**config.mk**
```make
export PLATFORM = sky130hd
export DESIGN_NAME = pwm_capture
export DESIGN_NICKNAME = d
export VERILOG_FILES = /design/src/rtl/pwm_capture.sv
export SDC_FILE = /design/constraint.sdc
export NUM_CORES = 1
export LEC_CHECK = 0
export CAP_MARGIN = 15
export CORE_UTILIZATION = 50
export CTS_BUF_LIST = sky130_fd_sc_hd__clkbuf_2
export CTS_CLUSTER_DIAMETER = 200
export DETAILED_ROUTE_END_ITERATION = 8
export PLACE_DENSITY = 0.75
export SYNTH_ARGS = -nofsm -noshare
export SYNTH_HDL_FRONTEND = slang
export SYNTH_SLANG_ARGS = --single-unit
```
**constraint.sdc**
```tcl
create_clock -name clk -period 2 [get_ports clk]
set_input_delay 0.4 -clock clk [delete_from_list [all_inputs] [get_ports clk]]
set_output_delay 0.4 -clock clk [all_outputs]
set_load 0.03 [all_outputs]
```
**src/rtl/pwm_capture.sv**
```systemverilog
// Three-channel PWM decoder: per-channel high time (8b, saturated) and period.
// Optional glitch filter after the synchroniser: PWM_CAPTURE_FILTER_EN.
module pwm_capture #(
    parameter int CNT_W   = 16,
    parameter int TIMEOUT = 1024
) (
    input  logic             clk,
    input  logic             rst,
    input  logic             en,
    input  logic [2:0]       pwm_in,
    output logic [7:0]       value_output0,
    output logic [7:0]       value_output1,
    output logic [7:0]       value_output2,
    output logic [CNT_W-1:0] period_output0,
    output logic [CNT_W-1:0] period_output1,
    output logic [CNT_W-1:0] period_output2,
    output logic [2:0]       valid
);

    localparam logic [CNT_W-1:0] CNT_MAX = '1;
    localparam logic [CNT_W-1:0] TO_CNT  = CNT_W'(TIMEOUT - 1);
    localparam logic [CNT_W-1:0] SAT8    = CNT_W'(255);

    logic [2:0] sync1;
    logic [2:0] sync2;
    logic [2:0] s;
    logic [2:0] d;
    logic [2:0] rise_q;

    logic [2:0]            armed;
    logic [2:0][CNT_W-1:0] hi_cnt;
    logic [2:0][CNT_W-1:0] per_cnt;
    logic [2:0][7:0]       value_r;
    logic [2:0][CNT_W-1:0] period_r;

    always_ff @(posedge clk) begin
        if (rst) begin
            sync1 <= '0;
            sync2 <= '0;
        end else begin
            sync1 <= pwm_in;
            sync2 <= sync1;
        end
    end

`ifdef PWM_CAPTURE_FILTER_EN
    logic [2:0] h1;
    logic [2:0] h2;
    logic [2:0] filt_q;
    logic [2:0] agree;

    // Level only moves once three consecutive samples agree.
    assign agree = ~(sync2 ^ h1) & ~(h1 ^ h2);
    assign s     = (agree & sync2) | (~agree & filt_q);

    always_ff @(posedge clk) begin
        if (rst) begin
            h1     <= '0;
            h2     <= '0;
            filt_q <= '0;
        end else begin
            h1     <= sync2;
            h2     <= h1;
            filt_q <= s;
        end
    end
`else
    assign s = sync2;
`endif

    // d doubles as the level aligned with rise_q for high-time counting.
    always_ff @(posedge clk) begin
        if (rst) begin
            d      <= '0;
            rise_q <= '0;
        end else begin
            d      <= s;
            rise_q <= s & ~d;
        end
    end

    always_ff @(posedge clk) begin
        if (rst) begin
            armed    <= '0;
            hi_cnt   <= '0;
            per_cnt  <= '0;
            value_r  <= '0;
            period_r <= '0;
            valid    <= '0;
        end else begin
            valid <= '0;
            for (int i = 0; i < 3; i++) begin
                if (!en) begin
                    armed[i]   <= 1'b0;
                    hi_cnt[i]  <= '0;
                    per_cnt[i] <= '0;
                end else if (rise_q[i]) begin
                    if (armed[i]) begin
                        value_r[i]  <= (hi_cnt[i] > SAT8) ?
                                       8'hFF : hi_cnt[i][7:0];
                        period_r[i] <= per_cnt[i];
                        valid[i]    <= 1'b1;
                    end
                    armed[i]   <= 1'b1;
                    hi_cnt[i]  <= CNT_W'(1);
                    per_cnt[i] <= CNT_W'(1);
                end else if (per_cnt[i] == TO_CNT) begin
                    // Disarming here keeps a static pin to a single strobe.
                    if (armed[i]) begin
                        value_r[i]  <= d[i] ? 8'hFF : 8'h00;
                        period_r[i] <= '0;
                        valid[i]    <= 1'b1;
                    end
                    armed[i]   <= 1'b0;
                    hi_cnt[i]  <= '0;
                    per_cnt[i] <= '0;
                end else begin
                    if (per_cnt[i] != CNT_MAX)
                        per_cnt[i] <= per_cnt[i] + CNT_W'(1);
                    if (hi_cnt[i] != CNT_MAX)
                        hi_cnt[i] <= hi_cnt[i] + CNT_W'(d[i]);
                end
            end
        end
    end

    assign value_output0  = value_r[0];
    assign value_output1  = value_r[1];
    assign value_output2  = value_r[2];
    assign period_output0 = period_r[0];
    assign period_output1 = period_r[1];
    assign period_output2 = period_r[2];

endmodule

```
[Word-level counts from Yosys, hierarchy flattened]
Cells that the tools add are included.
Word-level totals
  bits in writable memories: 0
  output and inout port bits: 75
  latch bits: 0
  memories kept: 0
  bits in read-only memories: 0
  logic and storage cells: 126
  register bits after elaboration: 186
Cells by class
  reductions and logical operators: 16
  divide/modulo/power cells: 0
  bitwise operators: 3
  magnitude comparators: 3
  add/sub/neg operators: 6
  eq/ne operators: 9
  shift operators: 0
  mux-type cells: 63
  multipliers: 0
Operators with widths (number)
  16-bit 2-to-1 mux: 12
  8-bit 2-to-1 mux: 18
  16-bit inequality test (second input constant): 6
  16-bit by 1-bit adder with 16-bit output: 3
  16-bit by 1-bit adder with 16-bit output (second input constant): 3
  16-bit by 10-bit == test with 1-bit output (second input constant): 3
  16-bit by 8-bit greater-than comparator with 1-bit output (second input constant): 3
  1-bit 2-to-1 mux: 33
  3-bit nonzero test: 6
  4-bit OR reduction: 3
  3-bit AND reduction: 3
  2-bit nonzero test: 3
  3-bit AND: 1
  3-bit NOT: 1
  2-bit OR reduction: 1
  1-bit NOT: 1

[Depth between registers and ports, before layout]
  depth after elaboration: 4
  depth in mapped cells: 8

[Worst setup path before layout]
OpenSTA, ideal clock, no wires.
  path kind: register to register
  start point: reg per_cnt[16] in the netlist's numbering
  end point: reg period_r, in the netlist period_output1[15]
  library setup time: 0.117 ns
  data arrival time: 1.829 ns
  cell stages (with the launch flop): 7
  setup slack: 0.055 ns
  required time: 1.883 ns
  path through: dfxtp_1 > ha_1 > nand3_1 > o41ai_4 > a31oi_4 > buf_6 > a22o_1
Between the ends
  cells in the longest elaborated chain, start to end: 3
Ends and longest elaborated chain
  start: declaration: line 32  | logic [2:0][CNT_W-1:0] per_cnt;
  start signal: indexed assignment: line 119  | per_cnt[i] <= per_cnt[i] + CNT_W'(1);
  16-bit by 10-bit == test with 1-bit output: line 107  | end else if (per_cnt[i] == TO_CNT) begin
  2-bit nonzero test (no source line)
  3-bit AND reduction (no source line)
  end signal: indexed assignment: line 101  | period_r[i] <= per_cnt[i];
  end: declaration: line 34  | logic [2:0][CNT_W-1:0] period_r;
No other way between the ends.
A chain may end at the register's enable or synchronous reset.

[Final worst setup path]
  start point: reg per_cnt[27] in the netlist's numbering
  end point: reg value_r, in the netlist value_output1[7]
Between the ends
  cells in the longest elaborated chain, start to end: 3
Ends and longest elaborated chain
  16-bit by 10-bit == test with 1-bit output: line 107
  2-bit nonzero test (no source line)
  3-bit AND reduction (no source line)
  end signal: indexed assignment: line 99  | value_r[i] <= (hi_cnt[i] > SAT8) ?
  end signal: indexed assignment: line 110  | value_r[i] <= d[i] ? 8'hFF : 8'h00;
  end: declaration: line 33  | logic [2:0][7:0] value_r;
No other way between the ends.

==> results.yml <==
detailed_routing:
  wirelength_um: 19200
  avgViaCountPerCell: 5.87
  drt_pass1_iterations: 7
  drtIter0Drc: 544
  total_number_of_vias: 7266
  wire_per_inst_um: 15.5
  ant_nets: 0
  drt_drc_violations_left: 0
critical_path:
  type_of_the_worst_setup_path: "flip-flop to flip-flop"
  crit_path_cell_trace: "or4_4 -> o41ai_4 -> buf_4 -> buf_6 -> o2111ai_4 -> o2bb2ai_2"
  timing.critical_path.from_type: "flip-flop"
  max_stage_delay_ns: 0.55
  worst_ep_required_time_ns: 2.74
  arrival_ns: 2.74
  cp-end-kind: "flip-flop"
  timing.reg2reg.worst_path_depth: 6
  cp_max_fo: 8
  cpMaxStageDelayCell: "or4_4"
outcome:
  violations: "negative setup slack"
  outcome: "finished, violations left"
floorplanning:
  fp.dieH_um: 128
  floorplan.rows: 45
  die_w_um: 128
  boundaryPins: 81
  core_sq_um: 15400
  initial_core_util_pct: 51.9
  design.die.area_sq_um: 16500
timing:
  final-hold-violation-count: 0
  timing_max_transition_violations_final: 0
  number_of_failing_setup_endpoints_in_the_final_timing_report: 2
  final_period_utilization_pct: 100
  rsz_0062_raised_after_global_routing: "true"
  timing_worst_slew_pin_value_ns: 0.629
  tmin_final_ns: 2.00
  timing.clock.skew_ns: 0.0359
  maxClockFrequency_ghz: 0.499
  final.setup.worst_slack_ns: -0.00282
  slew-limit-headroom_pct: 57.7
placement:
  placed_cells_incl_taps: 1202
  dpl.hpwl_um: 13100
  place.gp.congestion: 0.909
  port-buffer-count: 80
synth:
  synth_async_sr_flop_share_pct: 0
  yosys-top-cells-area: "dfxtp_1 (47%), a21oi_1 (3.6%), a22o_1 (3.5%), nand2_1 (2.9%), nor2_1 (2.8%)"
  mappedNetlistArea_sq_um: 7980
  synth-seq-cells: 186
  ys_warn_count: 0
  synth-edff-count: 0
  ys.flop_type: "dfxtp_1"
  synthesis.instances: 889
  ys_seq_area_share_pct: 46.6
  synth_top_area_cell: "dfxtp_1"
  synthesis.area_per_instance_sq_um: 8.98
  synth_cell_types: 60
  postSynthNetCount: 904
  yosys.area.top_type_share_pct: 46.6
clock_network:
  clkLatencyLatePin_ns: 0.80
  cts-buffers-inserted: 17
  clock_path_buffers: 2
  htree_num_levels: 4
  hold_buffers: 0
  clk_pin_slew_ns: 0.27
  numClockSinks: 186
  tritoncts_clock_tree: "done"
  root_buffer: "clkbuf_2"
cells_and_area:
  n_fill_cell: 1338
  layout-drive-gt1-share_pct: 22.1
  flow.area_growth_from_synthesis_pct: 21.7
  finalNonFillerCells: 1238
  design.final.nets: 1028
  post-route-util_pct: 63.2
hold_path:
  min_path_type: "input pin to flip-flop"
  number_of_cells_on_the_worst_hold_path: 2
job:
  max_cap_viol_count: 0
grt:
  antenna_violations_before_repair: 1
  overall_global_routing_usage_pct: 23.3
  total_congestion_overflow_after_global_routing: 0
  pin_count_of_the_biggest_net_entering_global_routing: 29
  grt_pass1_vias: 6557
  grt_first_pass_wirelength_um: 31100
pwr:
  p_per_area_nw_per_um2: 616
  power.total_mw: 5.98
  peakVddDrop_mv: 0.331
  cell_internal_pwr_mw: 4.53
  switching_share_pct: 24.3
  p_comb_share_pct: 3.4
  power.share.clock_pct: 33.9
  p_leak_nw: 3.33
  part_of_the_total_power_dissipated_in_sequential_elements_pct: 62.7
  power.switching_mw: 1.45
[metal layers]
metal,part of all wire [%],GRT usage (%),vias to the layer above
li1,-,-,3617
met1,46,30.2,3458
met3,4.9,4.95,19
met2,47,39.0,172
met5,0,0,-
met4,1.1,7.06,0
[worst paths after layout]
check                                              start                             to  slack, ns
worst max-delay path            per_cnt[27]$_SDFFE_PP0P_  value_output1[7]$_SDFFE_PP0P_     -0.003
worst min-delay path                           pwm_in[2]            sync1[2]$_SDFF_PP0_       0.14
worst max register to register  per_cnt[27]$_SDFFE_PP0P_  value_output1[7]$_SDFFE_PP0P_     -0.003
worst min register to register           d[0]$_SDFF_PP0_           rise_q[0]$_SDFF_PP0_       0.46
[power groups by stage]
stage                     combinational (mW)  sequential, mW  clock, mW
final                                  0.201            3.75       2.03
after global routing                   0.218            3.76       2.22
after CTS                              0.196            3.75       2.07
after detailed placement               0.186            3.82          0
after global placement                 0.183            3.82          0
after floorplan                        0.112            3.81          0
[per-stage QoR]
| stage | setup TNS [ns] | cell area, sq um | setup WS, ns | hold slack (ns) |
|---|---|---|---|---|
| 6_report | -0.00366 | 9710 | -0.00282 | 0.138 |
| 5_1_grt | -0.769 | 9710 | -0.0886 | 0.0865 |
| 4_1_cts | 0 | 9750 | 0.0000817 | 0.0928 |
| 3_5_place_dp | -5.14 | 9390 | -0.182 | 0.433 |
| 3_3_place_gp | -3.71 | 9390 | -0.123 | 0.425 |
| 2_1_floorplan | 0 | 7980 | 0.0547 | 0.414 |
[logic make-up after synthesis]
family | synth area share (%)
adder cells (fa/ha/maj) | 1.41
flip-flops | 46.6
multiplexers | 1.63
buffers and inverters | 3.86
XOR/XNOR | 0.549
AO/OA/AOI/OAI | 20.2
AND/OR/NAND/NOR | 25.7
[critical path, delay by kind of cell, from the launching register on]
family	cells	cell delay [ns]
DFF	1	0.37
AOI/OAI and AO/OA	3	0.75
and+or+nand+nor	1	0.55
buffers and inverters	2	0.29
[cells in the mapped netlist (4+ instances only)]
cell	instances
a211oi_1	15
a21oi_1	58
a22o_1	32
a311oi_1	4
a31oi_1	20
and3_1	20
and4_1	16
buf_2	11
clkbuf_1	34
dfxtp_1	186
ha_1	9
inv_1	20
mux2i_1	13
nand2_1	62
nand2b_1	27
nand3_1	30
nand4_1	27
nor2_1	59
nor2b_1	13
nor3_1	36
nor4_1	13
o211ai_1	6
o21ai_0	43
o2bb2ai_1	8
o31ai_1	25
o32ai_1	8
or3_1	21
or4_1	28
[cell type report]
cell class / instances / area (sq um) / area share (%)
Timing Repair Buffer: 155 / 1290 / 13.2
Multi-Input combinational cell: 633 / 4080 / 42.0
Clock buffer: 18 / 90.1 / 0.927
Tap cell: 211 / 264 / 2.72
Clock inverter: 14 / 171 / 1.76
Inverter: 20 / 75.1 / 0.773
Antenna cell: 1 / 2.50 / 0.0258
Sequential cell: 186 / 3750 / 38.6
[registers in the layout, summed over array words and instances (netlist names)]
| signal | cells |
|---|---|
| armed | 3 |
| d | 3 |
| hi_cnt | 48 |
| per_cnt | 48 |
| period_output0 | 16 |
| period_output1 | 16 |
| period_output2 | 16 |
| rise_q | 3 |
| s | 3 |
| sync1 | 3 |
| valid | 3 |
| value_output0 | 8 |
| value_output1 | 8 |
| value_output2 | 8 |
[cells in the final DEF (no fill, tap or decap), types with 8 or more instances in the layout]
cell | Yosys | layout
nor2_1 | 59 | 59
nor3_1 | 36 | 36
dfxtp_2 | 0 | 20
nand2_1 | 62 | 61
a21oi_1 | 58 | 58
or4_1 | 28 | 27
a31oi_1 | 20 | 20
nor2b_1 | 13 | 13
mux2i_1 | 13 | 13
nand2b_1 | 27 | 27
clkbuf_2 | 1 | 49
or3_1 | 21 | 19
o32ai_1 | 8 | 8
clkdlybuf4s15_2 | 0 | 37
inv_1 | 20 | 20
and4_1 | 16 | 16
a22o_1 | 32 | 32
o31ai_1 | 25 | 25
a211oi_1 | 15 | 15
buf_4 | 1 | 70
dfxtp_1 | 186 | 166
nor4_1 | 13 | 13
nand4_1 | 27 | 27
and3_1 | 20 | 19
o21ai_0 | 43 | 42
nand3_1 | 30 | 28
[timing repair]
item                                    CTS  global route
endpoints found under the setup margin   92           124
gates resized for setup                 190            81
gates cloned                              1             0
pin swaps                                 2            25
buffers inserted                          2             0
endpoints found under the hold margin     0             0
Note: power is estimated with default switching activity, not from simulation.
